$ cat src/rtl/iob_rr_arbiter.sv
// Round-robin arbiter that shares one native valid/ready slave port among N_MASTERS masters.
// The winner's request is latched for the whole transaction; priority rotates past it on completion.
module iob_rr_arbiter #(
  parameter  int N_MASTERS = 2,
  parameter  int ADDR_W    = 32,
  parameter  int DATA_W    = 32,
  localparam int GNT_W     = $clog2(N_MASTERS)
) (
  input  logic                          clk,
  input  logic                          rst,
  input  logic [N_MASTERS-1:0]          m_valid,
  input  logic [N_MASTERS*ADDR_W-1:0]   m_addr,
  input  logic [N_MASTERS*DATA_W-1:0]   m_wdata,
  input  logic [N_MASTERS*DATA_W/8-1:0] m_wstrb,
  output logic [DATA_W-1:0]             m_rdata,
  output logic [N_MASTERS-1:0]          m_ready,
  output logic                          s_valid,
  output logic [ADDR_W-1:0]             s_addr,
  output logic [DATA_W-1:0]             s_wdata,
  output logic [DATA_W/8-1:0]           s_wstrb,
  input  logic [DATA_W-1:0]             s_rdata,
  input  logic                          s_ready,
  output logic [GNT_W-1:0]              grant,
  output logic                          busy
);

  localparam int STRB_W = DATA_W / 8;

  typedef enum logic {
    ST_IDLE = 1'b0,
    ST_BUSY = 1'b1
  } state_t;

  state_t             r_state;
  state_t             w_state_nxt;
  logic [GNT_W-1:0]   r_ptr;
  logic [GNT_W-1:0]   w_ptr_nxt;
  logic [GNT_W-1:0]   r_grant;
  logic [GNT_W-1:0]   w_pick;
  logic               w_load;
  logic               w_busy;
  logic [ADDR_W-1:0]  r_s_addr;
  logic [DATA_W-1:0]  r_s_wdata;
  logic [STRB_W-1:0]  r_s_wstrb;
  int                 w_off;
  int                 w_best;

  // Winner = requester with the smallest circular distance from the priority pointer.
  // NOTE: every variable gets a default before any branch so always_comb never infers a latch.
  always_comb begin
    w_pick = r_ptr;
    w_best = N_MASTERS;
    w_off  = 0;
    for (int i = 0; i < N_MASTERS; i++) begin
      if (m_valid[i]) begin
        w_off = i - int'(r_ptr);
        if (w_off < 0) w_off = w_off + N_MASTERS;
        if (w_off < w_best) begin
          w_best = w_off;
          w_pick = GNT_W'(i);
        end
      end
    end
  end

  always_comb begin
    w_state_nxt = r_state;
    w_ptr_nxt   = r_ptr;
    case (r_state)
      ST_IDLE: begin
        if (|m_valid) w_state_nxt = ST_BUSY;
      end
      ST_BUSY: begin
        if (s_ready) begin
          w_state_nxt = ST_IDLE;
          w_ptr_nxt   = (r_grant == GNT_W'(N_MASTERS - 1)) ? '0 : r_grant + GNT_W'(1);
        end
      end
      default: w_state_nxt = ST_IDLE;
    endcase
  end

  assign w_busy = (r_state == ST_BUSY);
  assign w_load = (r_state == ST_IDLE) && (|m_valid);

  // NOTE: sequential state uses non-blocking assignments so every register samples pre-edge values.
  always_ff @(posedge clk or posedge rst) begin
    if (rst) begin
      r_state <= ST_IDLE;
      r_ptr   <= '0;
    end else begin
      r_state <= w_state_nxt;
      r_ptr   <= w_ptr_nxt;
    end
  end

  // NOTE: the latched request is reset too, so the slave port shows zeros rather than X after reset.
  always_ff @(posedge clk or posedge rst) begin
    if (rst) begin
      r_grant   <= '0;
      r_s_addr  <= '0;
      r_s_wdata <= '0;
      r_s_wstrb <= '0;
    end else if (w_load) begin
      r_grant   <= w_pick;
      r_s_addr  <= m_addr[w_pick*ADDR_W +: ADDR_W];
      r_s_wdata <= m_wdata[w_pick*DATA_W +: DATA_W];
      r_s_wstrb <= m_wstrb[w_pick*STRB_W +: STRB_W];
    end
  end

  // Completion is passed straight through to the owner in the same cycle as s_ready.
  always_comb begin
    m_ready = '0;
    for (int i = 0; i < N_MASTERS; i++) begin
      m_ready[i] = w_busy && s_ready && (r_grant == GNT_W'(i));
    end
  end

  assign m_rdata = s_rdata;
  assign s_valid = w_busy;
  assign busy    = w_busy;
  assign grant   = r_grant;
  assign s_addr  = r_s_addr;
  assign s_wdata = r_s_wdata;
  assign s_wstrb = r_s_wstrb;

endmodule

$ cat config.mk
export PLATFORM = sky130hd
export DESIGN_NAME = iob_rr_arbiter
export DESIGN_NICKNAME = d
export VERILOG_FILES = /design/src/rtl/iob_rr_arbiter.sv
export SDC_FILE = /design/constraint.sdc
export NUM_CORES = 1
export LEC_CHECK = 0
export ABC_CLOCK_PERIOD_IN_PS = 4500
export CAP_MARGIN = 20
export CORE_AREA = 2 2 107 109
export DETAILED_ROUTE_END_ITERATION = 8
export DIE_AREA = 0 0 109 111
export PLACE_DENSITY = 0.95
export RECOVER_POWER = 50
export REMOVE_ABC_BUFFERS = 1
export SYNTH_ARGS = -nofsm -noshare
export SYNTH_HDL_FRONTEND = slang
export SYNTH_SLANG_ARGS = --single-unit
$ cat constraint.sdc
create_clock -name clk -period 4.5 [get_ports clk]
set_input_delay 0.675 -clock clk [delete_from_list [all_inputs] [get_ports clk]]
set_output_delay 0.675 -clock clk [all_outputs]
set_load 0.01 [all_outputs]
# == After elaboration in Yosys (flattened, before gate mapping) ==
# Index checks and enable logic that the tools add are counted.
# totals
register_bits,71
inputBits,173
output_inout_bits,105
elab_cells,40
# classes
add_sub_neg,5
n_lt_le_gt_ge,4
shifts,3
n_mux,14
bitwise_logic,2
reduce_logical,6
# op_table
operator,count
$mux W32,6
$shiftx A64 B7 Y32,2
$lt A32 B3 Y1 const B,1
$lt A32 B32 Y1,1
$add A2 B3 Y4 const B,2
$shiftx A8 B4 Y4,1
$mux W1,7
$logic_and A1 B1 Y1,4
$lt A2 B1 Y1 const B,2
$sub A1 B1 Y2 const A,2
$not A1 Y1,2
$pmux W1 S2,1
$reduce_and A2 Y1,1
$reduce_or A2 Y1,1
$add A1 B1 Y1 const B,1

# == Logic depth before layout (Yosys ltp) ==
# Gate-level depths: netlist (run 1).
# logic_depth
depth_word,11
mapped_depth,6
depth_no_buf,3

# == Worst setup path after synthesis (run 1) ==
# OpenSTA, ideal clock, no wires.
# synth_timing
path_type,input -> output
start,in s_ready
end,out m_ready[0]
arrival_ps,908
required_time_ps,3825
path_slack_ps,2917
cell_stages,2
path_buffers,0
path_cell_list,nand2_1 nor2_1
# synth_between
elab_chain_cells,2
# synth_lines
item,line,source
from (decl),22,"input logic s_ready,"
$logic_and A1 B1 Y1 (2 in series),116,m_ready[i] = w_busy && s_ready && (r_grant == GNT_W'(i));
to (decl),16,"output logic [N_MASTERS-1:0] m_ready,"
# No other way between the ends.

# == Final worst setup path (run 1) ==
# Same ends and word-level chain as after synthesis.

==> results of run 1 <==
-- kinds of logic (layout without fill, tap and decap cells) --
group | Yosys count | in the layout | share of synthesized area (%)
compound gates | 141 | 141 | 28.85
buf+inv | 105 | 241 | 15.32
flops | 71 | 71 | 41.51
simple gates | 140 | 140 | 14.32
-- cell type report --
class                           count  area share (%)
Clock buffer                       14           4.036
Clock inverter                      1         0.07952
Inverter                            5          0.3579
Multi-Input combinational cell    281           29.36
Sequential cell                    71           28.25
Tap cell                          143           2.843
Timing Repair Buffer              221           35.07
-- cell usage in the layout (no fill, tap or decap), types with 4 or more instances in the layout --
master	count
clkdlybuf4s50_1	155
o2111ai_1	136
nand2_1	70
dfrtp_1	70
nand3_1	68
dlygate4sd3_1	56
clkbuf_16	9
buf_4	6
clkbuf_1	4
-- registers in the layout, summed over array words and instances, names as in the netlist --
name     flops
r_ptr        1
s_wstrb      4
busy         1
s_wdata     32
grant        1
s_addr      32
-- worst max-delay path: cells and delay by family --
kind	cells	cell delay, ns
simple gates	2	0.20
buf+inv	2	1.02
-- routing by layer --
layer | track usage [%] | up-vias
met5 | 5.357 | -
met4 | 9.829 | 2
met3 | 9.406 | 36
met2 | 39.38 | 329
met1 | 34.27 | 2227
li1 | - | 2045
-- power breakdown --
| group | internal [mW] | switching, mW | total (mW) | leakage, nW |
|---|---|---|---|---|
| clock | 0.385 | 0.260 | 0.646 | 0.127 |
| combinational | 0.434 | 0.497 | 0.932 | 1.52 |
| sequential | 0.801 | 0.0922 | 0.894 | 0.873 |
-- final timing paths --
check | from | end | slack [ns] | cells past startpoint
worst max-delay path | s_ready | m_ready[0] | 1.93 | 4
worst min-delay path | s_addr[14] | s_addr[14] | 0.47 | 2
worst max register to register | busy | s_wdata[2] | 2.19 | 4
max in group asynchronous | rst | s_wdata[1] | 2.14 | 3
worst min register to register | s_addr[14] | s_addr[14] | 0.47 | 2
min in group asynchronous | rst | s_wdata[3] | 1.17 | 2
==> flow_metrics.py, run 1 <==
metrics = {
    "logic_synthesis": {
        "synth_ff_type": "dfrtp_1",
        "ys_seq_elements": 71,
        "synth_most_common_cell": "o2111ai_1",
        "avgSynthCellArea_um2": 9.366,
        "synth_top_area_cell": "dfrtp_1",
        "async_flop_share_pct": 100.0,
        "netlist_instances": 457,
        "synth_area_leaders": "dfrtp_1 (42%), o2111ai_1 (28%), nand3_1 (8.0%), buf_4 (6.8%), nand2_1 (6.1%)",
        "ys_types": 17,
        "synthTopCellsByCount": "o2111ai_1 (136), dfrtp_1 (71), nand2_1 (70)",
        "synth_top_area_share_pct": 41.51,
        "synth_edf_count": 0,
        "yosysWarnings": 0,
        "seq_area_frac_synth_pct": 41.51,
        "synth_area_um2": 4280,
    },
    "placement": {
        "place_hpwl_mm": 10.71,
        "place_congestion": 0.7666,
        "portBuffers": 213,
        "dp_cells": 720,
        "place_area_um2": 6015,
        "dpl_worst_slack_ns": 1.832,
    },
    "routing": {
        "drt-met1-wl_mm": 6.557,
        "routed-via-count": 4639,
        "drtIter0Drc": 573,
        "ant_nets": 0,
        "routed_wl_mm": 16.20,
        "dr_wl_met2_mm": 7.338,
        "vias_per_cell": 6.303,
        "wire_per_inst_um": 22.01,
        "top_layer": "met5",
        "drtPass1Iterations": 5,
        "wl_met3_mm": 1.847,
        "drcViolationCount": 0,
    },
    "clock_network": {
        "cts-root-buf": "clkbuf_16",
        "cts_sinks": 71,
        "clk_latency_ns": 0.33,
        "h-tree-depth": 3,
        "cts_hold_buffers": 0,
        "post_cts_buffers": 0,
        "numCtsBuffers": 9,
        "cts_tree": "built",
        "path_clk_slew_ns": 0.05,
        "cts_resized": 0,
        "clockBufferDepth": 2,
    },
    "grt": {
        "grt_max_degree": 72,
        "grt_antenna_before_repair": 0,
        "grt_pass1_wl_mm": 24.50,
        "grt_use_total_pct": 26.31,
        "grt_remaining_overflow": 0,
        "grt_pass1_vias": 4537,
    },
    "sta": {
        "holdWs_ns": 0.4682,
        "maxSlewViolCount": 0,
        "setup_slack_ns": 1.928,
        "slew_headroom_pct": 9.873,
        "fin_crit_sh_pct": 57.16,
        "finClkSkew_ns": 0.004716,
        "timing.fmax_ghz": 0.3888,
        "finalHoldViolCount": 0,
        "tns_ns": 0,
        "worstMarginPinSlew_ns": 1.350,
        "rsz0062_at_grt": "false",
        "finalSetupViolCount": 0,
        "min_period_ns": 2.572,
    },
    "power_and_ir_drop": {
        "total_power_mw": 2.471,
        "vdd.ir_drop.worst_v": 0.0001936,
        "p_leak_nw": 2.516,
        "power_density_nw_per_um2": 392.6,
    },
    "die": {
        "dieArea_um2": 12100,
        "ios": 278,
        "core_um2": 11080,
        "row_count": 39,
        "start_util_pct": 38.64,
        "die_w_um": 109,
        "die_h_um": 111,
    },
    "critical_path": {
        "path_class": "input port to output port",
        "worst_path_largest_cell_delay_ns": 0.54,
        "path_cells": "clkdlybuf4s50_1 -> nand2_1 -> nor2_1 -> clkdlybuf4s50_1",
        "crit_fanout": 3,
        "cp_common_cell": "clkdlybuf4s50_1",
        "start_kind": "input port",
        "crit_arrival_ns": 1.90,
        "cp_slowest_cell": "clkdlybuf4s50_1",
        "end_kind": "output port",
        "worstPathRequired_ns": 3.83,
    },
    "finish": {
        "seqCellArea_um2": 1778,
        "post-route-util_pct": 56.82,
        "final_cell_count_no_fill": 736,
        "drive_above_1_share_pct": 4.553,
        "multi_input_area_um2": 1848,
        "antenna_cells": 0,
        "nets": 762,
        "fillCellCount": 938,
        "final_area_um2": 6294,
        "area_growth_pct": 47.03,
    },
    "run": {
        "drv_cap": 0,
    },
    "run_status": {
        "run_status": "completed",
    },
    "hold_path": {
        "min_path_type": "flop to flop",
    },
}
No activity file was read; power rests on OpenSTA's default activity.
==> run 2: changes to the inputs <==
--- a/config.mk
+++ b/config.mk
@@ -5,12 +5,11 @@
 export SDC_FILE = /design/constraint.sdc
 export NUM_CORES = 1
 export LEC_CHECK = 0
-export ABC_CLOCK_PERIOD_IN_PS = 4500
+export ABC_CLOCK_PERIOD_IN_PS = 2510
 export CAP_MARGIN = 20
-export CORE_AREA = 2 2 107 109
+export CORE_UTILIZATION = 37
 export DETAILED_ROUTE_END_ITERATION = 8
-export DIE_AREA = 0 0 109 111
-export PLACE_DENSITY = 0.95
+export PLACE_DENSITY = 0.93
 export RECOVER_POWER = 50
 export REMOVE_ABC_BUFFERS = 1
 export SYNTH_ARGS = -nofsm -noshare
==> constraint.sdc (replaced) <==
create_clock -name clk -period 2.51 [get_ports clk]
set_input_delay 0.3765 -clock clk [delete_from_list [all_inputs] [get_ports clk]]
set_output_delay 0.3765 -clock clk [all_outputs]
set_load 0.01 [all_outputs]
==> run 2 against run 1 <==
Final cell count grew 0.14%. Largest power group unchanged. Largest cell class unchanged. Critical path type is now flop to output port. Register-to-register slack worse by 1.5 ns. Sequential cell count is the same.
==> flow_metrics.py, run 2 (synthesis gave the netlist of run 1 again) <==
metrics = {
    "clock_network": {
        "post_cts_buffers": 0,
        "cts_tree": "built",
        "clockBufferDepth": 2,
        "cts_hold_buffers": 0,
        "clk_latency_ns": 0.32,
        "path_clk_slew_ns": 0.06,
        "numCtsBuffers": 9,
        "cts-root-buf": "clkbuf_16",
        "cts_resized": 0,
        "h-tree-depth": 3,
        "cts_sinks": 71,
    },
    "critical_path": {
        "reg2reg_from": "r_ptr",
        "path_cells": "nand2_1 -> nor2_1 -> clkdlybuf4s50_1",
        "start_kind": "flop",
        "path_class": "flop to output port",
        "cp_slowest_cell": "clkdlybuf4s50_1",
        "end_kind": "output port",
        "worstPathRequired_ns": 2.13,
        "crit_fanout": 7,
        "crit_arrival_ns": 1.67,
        "crit_start": "busy",
        "worst_path_largest_cell_delay_ns": 0.56,
    },
    "placement": {
        "portBuffers": 213,
        "place_hpwl_mm": 10.72,
        "dpl_worst_slack_ns": 0.5241,
        "place_congestion": 0.7419,
    },
    "finish": {
        "final_cell_mix": "clkdlybuf4s50_1 (195), o2111ai_1 (136), nand2_1 (70), dfrtp_1 (70), nand3_1 (68)",
        "final_common_cell": "clkdlybuf4s50_1",
        "drive_above_1_share_pct": 5.863,
        "multi_input_area_um2": 1848,
        "fillCellCount": 936,
        "area_growth_pct": 49.96,
        "nets": 765,
        "antenna_cells": 0,
        "seqCellArea_um2": 1778,
    },
    "power_and_ir_drop": {
        "power_frac_clock_pct": 31.0,
        "comb_power_share_pct": 35.9,
        "p_leak_nw": 2.536,
        "power_density_nw_per_um2": 755.5,
        "p_sw_mw": 1.541,
        "vdd.ir_drop.worst_v": 0.0004606,
        "sequentialPowerShare_pct": 33.2,
        "netSwitchingFraction_pct": 31.77,
        "p_int_mw": 3.309,
    },
    "routing": {
        "drcViolationCount": 0,
        "drtIter0Drc": 574,
        "routed_wl_mm": 15.71,
        "wire_per_inst_um": 21.31,
        "vias_per_cell": 6.225,
        "drtPass1Iterations": 8,
        "routed-via-count": 4588,
        "ant_nets": 0,
    },
    "sta": {
        "maxSlewViolCount": 0,
        "tns_ns": 0,
        "holdWs_ns": 0.4729,
        "setup_slack_ns": 0.4674,
        "finalSetupViolCount": 0,
        "finClkSkew_ns": 0.005514,
        "slew_headroom_pct": 18.41,
        "worstMarginPinSlew_ns": 1.222,
        "timing.fmax_ghz": 0.4896,
        "min_period_ns": 2.043,
        "fin_crit_sh_pct": 81.38,
        "rsz0062_at_grt": "false",
        "finalHoldViolCount": 0,
    },
    "die": {
        "die_h_um": 109.6,
        "core_um2": 11030,
        "ios": 278,
        "start_util_pct": 38.80,
        "die_w_um": 109.6,
        "dieArea_um2": 12000,
        "row_count": 38,
    },
    "grt": {
        "grt_remaining_overflow": 0,
        "grt_max_degree": 72,
        "grt_antenna_before_repair": 0,
        "grt_pass1_wl_mm": 22.95,
        "grt_use_total_pct": 25.51,
        "grt_pass1_vias": 4281,
    },
    "hold_path": {
        "worstHoldStart": "s_addr[27]",
        "min_path_type": "flop to flop",
    },
    "run": {
        "drv_cap": 0,
    },
    "run_status": {
        "run_status": "completed",
    },
}
## run 2: per-layer routing
metal  global-route usage, %  vias up  share of wire [%]
met5                   5.804        -               0.41
met4                   7.524        2                2.0
met3                   9.781       31                 11
met2                   38.68      313                 45
met1                   33.20     2195                 42
li1                        -     2047                  -
## run 2: worst paths after layout
kind                               end  slack, ns  depth (start not counted)
setup / recovery            m_ready[0]       0.47                          3
hold / removal              s_addr[27]       0.47                          2
max in group asynchronous  s_wdata[15]       1.58                          3
min in group asynchronous   s_addr[18]       0.62                          3
hold reg to reg             s_addr[27]       0.47                          2
setup reg to reg             s_addr[0]       0.70                          3
## run 2: through the flow
step / instances / area, um2 / power, mW / utilization, %
2_1_floorplan: 357 / 3646 / 2.264 / -
3_3_place_gp: 720 / 6047 / 3.313 / 54.82
3_5_place_dp: 721 / 6067 / 3.384 / 55.00
4_1_cts: 737 / 6424 / 4.907 / 58.24
5_1_grt: 737 / 6419 / 5.099 / 58.19
6_report: 737 / 6419 / 4.849 / 58.19
## run 2: layout make-up
cell class              count  area share (%)
multi-input cells         281           28.79
clock inverters             5           1.618
repair buffers            224           34.89
inverters                   5          0.3314
clock buffers              11           3.938
well taps                 140           2.729
flip-flops and latches     71           27.70
## run 2: critical path: cells and delay by family (launching register included)
family / cells / cell delay, ns
and+or+nand+nor: 2 / 0.27
buffers and inverters: 1 / 0.56
DFF: 1 / 0.50
## run 2: power groups by stage
stage | combinational (mW) | sequential, mW | clock [mW]
2_1_floorplan | 0.462 | 1.80 | 0
3_3_place_gp | 1.70 | 1.62 | 0
3_5_place_dp | 1.76 | 1.63 | 0
4_1_cts | 1.76 | 1.61 | 1.54
5_1_grt | 1.87 | 1.64 | 1.59
6_report | 1.74 | 1.61 | 1.50
==> run 3: changes to the inputs <==
--- a/config.mk
+++ b/config.mk
@@ -5,7 +5,7 @@
 export SDC_FILE = /design/constraint.sdc
 export NUM_CORES = 1
 export LEC_CHECK = 0
-export ABC_CLOCK_PERIOD_IN_PS = 2510
+export ABC_CLOCK_PERIOD_IN_PS = 1900
 export CAP_MARGIN = 20
 export CORE_UTILIZATION = 37
 export DETAILED_ROUTE_END_ITERATION = 8
==> constraint.sdc (replaced) <==
create_clock -name clk -period 1.9 [get_ports clk]
set_input_delay 0.285 -clock clk [delete_from_list [all_inputs] [get_ports clk]]
set_output_delay 0.285 -clock clk [all_outputs]
set_load 0.01 [all_outputs]
==> run 3 against run 2 <==
Hold slack better by 0.0062 ns. Clock skew is 0.0021 ns higher. Final area is 0.45% lower. Highest routed layer unchanged. Largest cell class unchanged. Combinational power is 36% higher. Largest power group unchanged. Critical path type unchanged.
==> flow_metrics.py, run 3 (synthesis gave the netlist of run 1 again) <==
metrics = {
    "critical_path": {
        "worstPathRequired_ns": 1.62,
        "path_class": "flop to output port",
        "crit_arrival_ns": 1.51,
        "reg2reg_slack_ns": 0.16,
        "end_kind": "output port",
        "crit_fanout": 7,
        "worstRegToRegCells": 4,
        "start_kind": "flop",
    },
    "finish": {
        "final_common_cell": "clkdlybuf4s50_1",
        "fillCellCount": 936,
        "drive_above_1_share_pct": 5.686,
        "antenna_cells": 0,
        "final_area_um2": 6390,
        "area_growth_pct": 49.28,
        "post-route-util_pct": 57.93,
        "nets": 766,
        "final_cell_mix": "clkdlybuf4s50_1 (210), o2111ai_1 (136), nand2_1 (70), dfrtp_1 (70), nand3_1 (68)",
    },
    "power_and_ir_drop": {
        "p_leak_nw": 2.485,
        "vdd.ir_drop.worst_v": 0.0005163,
        "power_density_nw_per_um2": 962.1,
    },
    "sta": {
        "fin_crit_sh_pct": 94.34,
        "finClkSkew_ns": 0.007631,
        "holdWs_ns": 0.4791,
        "rsz0062_at_grt": "false",
        "slew_headroom_pct": 34.30,
        "maxSlewViolCount": 0,
        "worstMarginPinSlew_ns": 0.9855,
        "tns_ns": 0,
        "timing.fmax_ghz": 0.5579,
        "setup_slack_ns": 0.1076,
        "finalSetupViolCount": 0,
        "finalHoldViolCount": 0,
        "min_period_ns": 1.792,
    },
    "placement": {
        "place_area_um2": 6105,
        "dpl_worst_slack_ns": 0.1230,
        "place_congestion": 0.7425,
        "portBuffers": 213,
        "place_hpwl_mm": 10.67,
    },
    "die": {
        "die_h_um": 109.6,
        "core_um2": 11030,
        "die_w_um": 109.6,
        "row_count": 38,
        "start_util_pct": 38.80,
        "dieArea_um2": 12000,
        "ios": 278,
    },
    "routing": {
        "drtPass1Iterations": 7,
        "vias_per_cell": 6.396,
        "ant_nets": 0,
        "routed-via-count": 4720,
        "drtIter0Drc": 761,
        "wire_per_inst_um": 22.02,
        "routed_wl_mm": 16.25,
        "drcViolationCount": 0,
    },
    "clock_network": {
        "post_cts_buffers": 0,
        "path_clk_slew_ns": 0.06,
        "cts_sinks": 71,
        "h-tree-depth": 3,
        "cts-root-buf": "clkbuf_16",
        "clockBufferDepth": 2,
        "clk_latency_ns": 0.32,
        "numCtsBuffers": 9,
        "cts_tree": "built",
    },
    "grt": {
        "grt_max_degree": 72,
        "grt_remaining_overflow": 0,
        "grt_antenna_before_repair": 0,
        "grt_pass1_wl_mm": 23.99,
        "grt_use_total_pct": 26.52,
        "grt_pass1_vias": 4565,
    },
    "run": {
        "drv_cap": 0,
    },
    "hold_path": {
        "min_path_type": "flop to flop",
        "hold_path_depth": 2,
    },
    "run_status": {
        "run_status": "completed",
    },
}
run 3: cell count changes in the layout (fill, tap and decap cells not counted), sizes merged:
cell / previous run / this run
bufinv: 3 / 1
clkdlybuf4s50: 195 / 210
buf: 11 / 12
inv: 5 / 3
dlygate4sd3: 16 / 1
clkinvlp: 0 / 3
clkinv: 2 / 3
run 3: power by group:
group | total (mW) | internal, mW | switching [mW] | leakage (nW)
clock | 1.65 | 1.02 | 0.636 | 0.136
sequential | 2.14 | 1.90 | 0.242 | 0.873
combinational | 2.36 | 1.18 | 1.18 | 1.48
run 3: layout make-up:
class | count | area (um2) | area share [%]
Timing Repair Buffer | 225 | 2275 | 35.60
Multi-Input combinational cell | 281 | 1848 | 28.92
Sequential cell | 71 | 1778 | 27.82
Clock buffer | 11 | 232.7 | 3.642
Tap cell | 140 | 175.2 | 2.741
Clock inverter | 5 | 58.81 | 0.9203
Inverter | 5 | 22.52 | 0.3525
run 3: path summary, 6_finish.rpt:
check | endpoint | start
max | m_ready[0] | busy
min | s_addr[27] | s_addr[27]
max reg2reg | s_wdata[28] | busy
min reg2reg | s_addr[27] | s_addr[27]
max in group asynchronous | busy | rst
min in group asynchronous | s_addr[6] | rst
run 3: layer usage:
metal  GRT usage, %  part of all wire (%)  vias up
met2          40.93                    46      351
met1          33.03                    40     2292
li1               -                     -     2041
met4          9.048                   2.0        2
met3          10.85                    11       34
met5          5.804                  0.40        -
run 3: worst max-delay path, cell delays in order (launching register included):
cell and delay (ns):
dfrtp_2 0.43, nand2_1 0.11, nor2_1 0.10, clkdlybuf4s50_1 0.54
run 3: repair_timing:
item | in CTS | in global routing
gates resized for setup | 1 | 0
endpoints found under the hold margin | 0 | 0
hold buffers | 0 | 0
endpoints found under the setup margin | 1 | 0
run 3: stage by stage:
| stage | instances | power (mW) |
|---|---|---|
| after floorplan | 357 | 2.990 |
| after global placement | 721 | 4.422 |
| after detailed placement | 721 | 4.503 |
| after CTS | 737 | 6.184 |
| after global routing | 738 | 6.483 |
| final | 738 | 6.148 |
